==> config.mk <==
export PLATFORM = sky130hd
export DESIGN_NAME = seg_scan_mux
export DESIGN_NICKNAME = d
export VERILOG_FILES = /design/src/rtl/seg_scan_pkg.sv /design/src/rtl/seg_scan_timer.sv /design/src/rtl/seg_scan_mux.sv
export SDC_FILE = /design/constraint.sdc
export NUM_CORES = 1
export LEC_CHECK = 0
export CORE_AREA = 2 2 84 86
export DETAILED_ROUTE_END_ITERATION = 10
export DIE_AREA = 0 0 86 88
export GPL_TIMING_DRIVEN = 0
export PLACE_DENSITY_LB_ADDON = 0.2
export SLEW_MARGIN = 20
export SYNTH_ARGS = -nofsm -noshare
export SYNTH_HDL_FRONTEND = slang
export SYNTH_SLANG_ARGS = --single-unit
==> constraint.sdc <==
create_clock -name clk -period 3 [get_ports clk]
set_input_delay 0.6 -clock clk [delete_from_list [all_inputs] [get_ports clk]]
set_output_delay 0.6 -clock clk [all_outputs]
set_load 0.005 [all_outputs]
==> src/rtl/seg_scan_pkg.sv <==
// Shared types and constants for the seg_scan_mux display scanner.
package seg_scan_pkg;

    typedef enum logic {
        DEAD = 1'b0,
        ON   = 1'b1
    } state_e;

    // Wide enough for the largest supported board (8 digits); slice to NUM_DIGITS.
    localparam logic [7:0] ANODE_ALL_OFF = 8'hFF;

    function automatic int idx_w(input int n);
        return (n > 1) ? $clog2(n) : 1;
    endfunction

endpackage

==> src/rtl/seg_scan_timer.sv <==
// Slot cycle counter: runs 0..REFRESH_DIV-1 and flags the last dead cycle and last slot cycle.
module seg_scan_timer #(
    parameter int REFRESH_DIV = 100000,
    parameter int DEAD_CYCLES = 16
) (
    input  logic clk,
    input  logic reset,
    output logic o_dead_end,
    output logic o_slot_end
);

    localparam int CW = (REFRESH_DIV > 1) ? $clog2(REFRESH_DIV) : 1;
    localparam logic [CW-1:0] DEAD_LAST = CW'(DEAD_CYCLES - 1);
    localparam logic [CW-1:0] SLOT_LAST = CW'(REFRESH_DIV - 1);

    logic [CW-1:0] r_cnt;

    always_ff @(posedge clk or posedge reset) begin
        if (reset)                r_cnt <= '0;
        else if (r_cnt == SLOT_LAST) r_cnt <= '0;
        else                      r_cnt <= r_cnt + 1'b1;
    end

    assign o_dead_end = (r_cnt == DEAD_LAST);
    assign o_slot_end = (r_cnt == SLOT_LAST);

endmodule

==> src/rtl/seg_scan_mux.sv <==
// Multi-digit hex scanner feeding a single 7-seg decoder, with dead-time between digits.
// Optional leading-zero suppression is built when SEG_SCAN_LZ_BLANK_EN is defined.
module seg_scan_mux
    import seg_scan_pkg::*;
#(
    parameter int NUM_DIGITS  = 4,
    parameter int REFRESH_DIV = 100000,
    parameter int DEAD_CYCLES = 16
) (
    input  logic                             clk,
    input  logic                             reset,
    input  logic [4*NUM_DIGITS-1:0]          value_in,
    input  logic                             load,
    input  logic [NUM_DIGITS-1:0]            blank_mask,
    output logic [3:0]                       digit_out,
    output logic                             blank_out,
    output logic [NUM_DIGITS-1:0]            anode_out,
    output logic [idx_w(NUM_DIGITS)-1:0]     digit_idx,
    output logic                             frame_start
);

    localparam int IW = idx_w(NUM_DIGITS);
    localparam logic [IW-1:0]         LAST_IDX = IW'(NUM_DIGITS - 1);
    localparam logic [NUM_DIGITS-1:0] AOFF     = ANODE_ALL_OFF[NUM_DIGITS-1:0];

    state_e                    r_state, w_state_nxt;
    logic [IW-1:0]             r_idx;
    logic [4*NUM_DIGITS-1:0]   r_active, r_pending, w_active_nxt;
    logic                      r_pend_vld;
    logic                      w_dead_end, w_slot_end, w_frame_end, w_lit;
    logic [NUM_DIGITS-1:0]     w_lz;

    seg_scan_timer #(
        .REFRESH_DIV (REFRESH_DIV),
        .DEAD_CYCLES (DEAD_CYCLES)
    ) u_timer (
        .clk        (clk),
        .reset      (reset),
        .o_dead_end (w_dead_end),
        .o_slot_end (w_slot_end)
    );

    always_ff @(posedge clk or posedge reset) begin
        if (reset) r_state <= DEAD;
        else       r_state <= w_state_nxt;
    end

    always_comb begin
        w_state_nxt = r_state;
        case (r_state)
            DEAD:    if (w_dead_end) w_state_nxt = ON;
            ON:      if (w_slot_end) w_state_nxt = DEAD;
            default: w_state_nxt = DEAD;
        endcase
    end

    assign w_frame_end = w_slot_end && (r_idx == LAST_IDX);

    always_ff @(posedge clk or posedge reset) begin
        if (reset)           r_idx <= '0;
        else if (w_slot_end) r_idx <= (r_idx == LAST_IDX) ? '0 : r_idx + 1'b1;
    end

    // A load landing on the boundary cycle bypasses pending so it is not lost.
    always_comb begin
        w_active_nxt = r_active;
        if (load)            w_active_nxt = value_in;
        else if (r_pend_vld) w_active_nxt = r_pending;
    end

    always_ff @(posedge clk or posedge reset) begin
        if (reset) begin
            r_active   <= '0;
            r_pending  <= '0;
            r_pend_vld <= 1'b0;
        end else if (w_frame_end) begin
            r_active   <= w_active_nxt;
            r_pend_vld <= 1'b0;
        end else if (load) begin
            r_pending  <= value_in;
            r_pend_vld <= 1'b1;
        end
    end

`ifdef SEG_SCAN_LZ_BLANK_EN
    function automatic logic [NUM_DIGITS-1:0] lz_mask(input logic [4*NUM_DIGITS-1:0] v);
        logic [NUM_DIGITS-1:0] m;
        logic                  seen;
        m    = '0;
        seen = 1'b0;
        for (int i = NUM_DIGITS - 1; i >= 1; i--) begin
            if (v[4*i +: 4] != 4'h0) seen = 1'b1;
            m[i] = !seen;
        end
        return m;
    endfunction

    logic [NUM_DIGITS-1:0] r_lz;

    // Mask tracks the value going live so it stays aligned with active for the frame.
    always_ff @(posedge clk or posedge reset) begin
        if (reset)            r_lz <= lz_mask('0);
        else if (w_frame_end) r_lz <= lz_mask(w_active_nxt);
    end

    assign w_lz = r_lz;
`else
    assign w_lz = '0;
`endif

    assign w_lit = (r_state == ON) && !blank_mask[r_idx] && !w_lz[r_idx];

    always_ff @(posedge clk or posedge reset) begin
        if (reset) begin
            digit_out   <= 4'h0;
            blank_out   <= 1'b1;
            anode_out   <= AOFF;
            frame_start <= 1'b0;
        end else begin
            digit_out   <= r_active[4*r_idx +: 4];
            blank_out   <= !w_lit;
            anode_out   <= w_lit ? ~(NUM_DIGITS'(1) << r_idx) : AOFF;
            frame_start <= w_frame_end;
        end
    end

    assign digit_idx = r_idx;

endmodule

==> results of run 1 <==
[layout by cell type, fill, tap and decap left out, types with 7 or more instances in the layout]
master	netlist	final
o22ai_1	8	8
nand3_1	9	9
mux2_4	10	10
nand2_1	12	12
xor2_1	7	7
a2bb2oi_1	8	8
clkbuf_1	6	8
clkdlybuf4s50_1	0	33
clkbuf_8	0	11
dfrtp_1	58	58
nor2_1	11	11
or3_1	8	8
[logic make-up (layout without fill, tap and decap cells)]
group,Yosys count,in the layout,share of synthesized area [%]
AOI/OAI and AO/OA,42,42,11.5
muxes,21,21,11.3
and+or+nand+nor,67,67,14.0
buffers and inverters,18,68,3.33
xor gates and xnor gates,13,13,3.88
DFF,63,63,53.9
adders and majority gates,5,5,2.13
[flip-flops by register name, indices dropped and copies added (netlist names)]
signal	count
u_timer.r_cnt	17
r_active	16
r_pending	16
anode_out	4
digit_out	4
digit_idx	2
blank_out	1
frame_start	1
r_pend_vld	1
r_state	1
[routing by layer]
metal | up-vias | wire length (µm) | GRT usage (%)
li1 | 948 | - | -
met1 | 998 | 3040 | 26.0
met2 | 52 | 2780 | 26.8
met3 | 7 | 288 | 5.75
met4 | 0 | 71 | 6.06
met5 | - | 0 | 0
[area by class of cell]
class | count | area share [%]
well taps | 80 | 2.77
clock inverters | 3 | 1.80
flip-flops and latches | 63 | 43.7
multi-input cells | 148 | 34.6
plain buffers | 12 | 2.07
inverters | 6 | 0.692
clock buffers | 13 | 4.39
repair buffers | 34 | 9.89
[through the flow]
stage	setup slack (ns)	TNS (ns)	instances
after CTS	0.705	0	359
after detailed placement	0.712	0	343
final	0.719	0	359
after floorplan	0.839	0	229
after global routing	0.608	0	359
after global placement	-0.347	-19.93	342
[synthesized netlist by cell type, types with 2 or more instances]
cell type  number
a2bb2oi_1       8
nor2_1         11
a211oi_1        2
inv_1           6
mux2_4         10
nor3_2          2
clkbuf_1        6
xnor2_1         6
or3_1           8
o22ai_1         8
nand2_1        12
mux2_2          6
buf_6           3
dfrtp_1        58
o221a_2         5
ha_1            5
o21ai_0         5
nand3_1         9
and4_1          5
o32ai_1         2
dfstp_2         5
xor2_1          7
nand4_1         4
o32a_1          5
a21oi_1         4
nor3_1          5
or4_1           2
mux4_2          5
buf_4           2
[power by group]
group	leakage, nW	internal [mW]	total (mW)	switching (mW)
registers	0.758	0.881	0.896	0.0158
clock network	0.114	0.513	0.823	0.311
logic	0.594	0.0744	0.126	0.0516
[tightest hold or removal path, delay by kind of cell, from the launching register on]
family / cells / cell delay [ns]
DFF: 1 / 0.34
AOI/OAI and AO/OA: 1 / 0.06
and+or+nand+nor: 1 / 0.04
[worst max-delay path by stage]
| stage | from | to | slack (ns) | depth (start not counted) |
|---|---|---|---|---|
| after floorplan | reset | digit_idx[0] | 0.84 | 1 |
| after global placement | reset | r_pending[11] | -0.35 | 2 |
| after global routing | u_timer.r_cnt[0] | r_pending[7] | 0.61 | 8 |
| after detailed placement | u_timer.r_cnt[0] | r_pending[4] | 0.71 | 8 |
| final | u_timer.r_cnt[0] | r_pending[4] | 0.72 | 8 |
| after CTS | u_timer.r_cnt[0] | r_pending[4] | 0.71 | 8 |
==> reports/qor.yml, run 1 <==
synth_edf_count: 0
ys_top_cells_by_area: "dfrtp_1, mux2_4, dfstp_2, mux4_2, a2bb2oi_1"
row_count: 30
wl_mm: 6.18
finalWeightedCongestion: 0.780
grt_pass1_wl_mm: 10.4
syn_to_final_growth_pct: 23.3
path_class: "register to register"
status: "complete, no violations"
ys_ff_latch: 63
fmax_ghz: 0.438
start_util_pct: 44.2
postRouteAntennaNets: 0
required_ns: 3.22
hold_path_depth: 2
crit_top_cell: "buf_6"
fin_nets: 302
ys_seq_area_share_pct: 53.9
holdWs_ns: 0.479
async_reset_ff_share_pct: 100
seq_area_um2: 1580
hpwlAfterDp_mm: 4.14
grt_max_degree: 52
drt_iter0_drc: 90
via_count: 2005
fin_total_pwr_mw: 1.85
final_area_um2: 3620
crit_buf_inv: 3
cts_resized: 0
grtUsageTotal_pct: 18.3
drc: 0
rr_worst_depth: 8
ctsRootBufferMaster: "clkbuf_8"
hold_viol: 0
die-area_um2: 7570
crit_slowest_cell: "dfrtp_1"
cpLargestDelayFamily: "buffers and inverters"
ios: 35
end_kind: "register"
antenna_found_initial: 0
synth_top_area_share_pct: 49.5
r2r-end: "r_pending[4]"
syn_nets: 257
power_leakage_nw: 1.47
worst_pin_slew_ns: 0.598
finalSetupViolCount: 0
slew_violations: 0
vdd_ir_drop_max_uv: 265
synth_flop_cell: "dfrtp_1"
synth_cells: 229
die_h_um: 88
worstPathMaxFanout: 10
drv_cap: 0
diodes: 0
fillCellCount: 592
viasPerCell: 5.58
dieWidth_um: 86
postPlaceCellArea_um2: 3390
holdCritStartpoint: "r_state"
worstPathCellList: "ha_1 -> and4_4 -> buf_6 -> and4_1 -> buf_6 -> a21oi_4 -> buf_6 -> mux2_4"
cts_sinks: 63
fin_crit_ns: 2.28
synth_top_cell_by_area: "dfrtp_1"
maxSlewHeadroom_pct: 59.9
grt_pass1_vias: 2042
rsz0062_at_grt: "false"
clk-insertion-delay-late_ns: 0.34
whs_endpoint: "r_state"
syn_area_um2: 2930
reg2reg_slack_ns: 0.72
synth_cell_types: 42
critPathArrivalTime_ns: 2.50
clk_pin_slew_ns: 0.07
layout-drive-gt1-share_pct: 21.1
syn_avg_cell_area_um2: 12.8
firstDrtPassIters: 4
multiInputGateArea_um2: 1250
yosysWarnings: 0
clock_path_buffers: 2
cts_setup_buffers: 0
cp-start-kind: "register"
port_buffers: 33
overflow: 0
critPathMaxStageDelay_ns: 0.40
cts_buffers: 9
rr_startpoint: "u_timer.r_cnt[0]"
h-tree-depth: 3
holdBufCountCts: 0
min_period_over_period_pct: 76.0
wl_per_cell_um: 17.2
finalClockSkew_ns: 0.00639
core-area_um2: 6640
p_per_area_nw_per_um2: 510
tritoncts: "yes"
min_path_type: "register to register"
fin_util_pct: 54.5
Power figures use the tool's default switching activity.
==> run 2: changes to the inputs <==
Clock period 3 ns to 2.4 ns, I/O delays scaled along.
==> results of run 2 <==
Same layout as run 1 (identical final DEF). Status: complete, no violations.
Among the figures that moved: setup slack after placement 0.712 ns -> 0.112 ns; setup slack after layout 0.719 ns -> 0.119 ns; hold slack 0.479 ns -> 0.412 ns; register-to-register setup slack 0.72 ns -> 0.12 ns; total power 1.85 mW -> 2.31 mW; worst IR drop on VDD 265 µV -> 332 µV
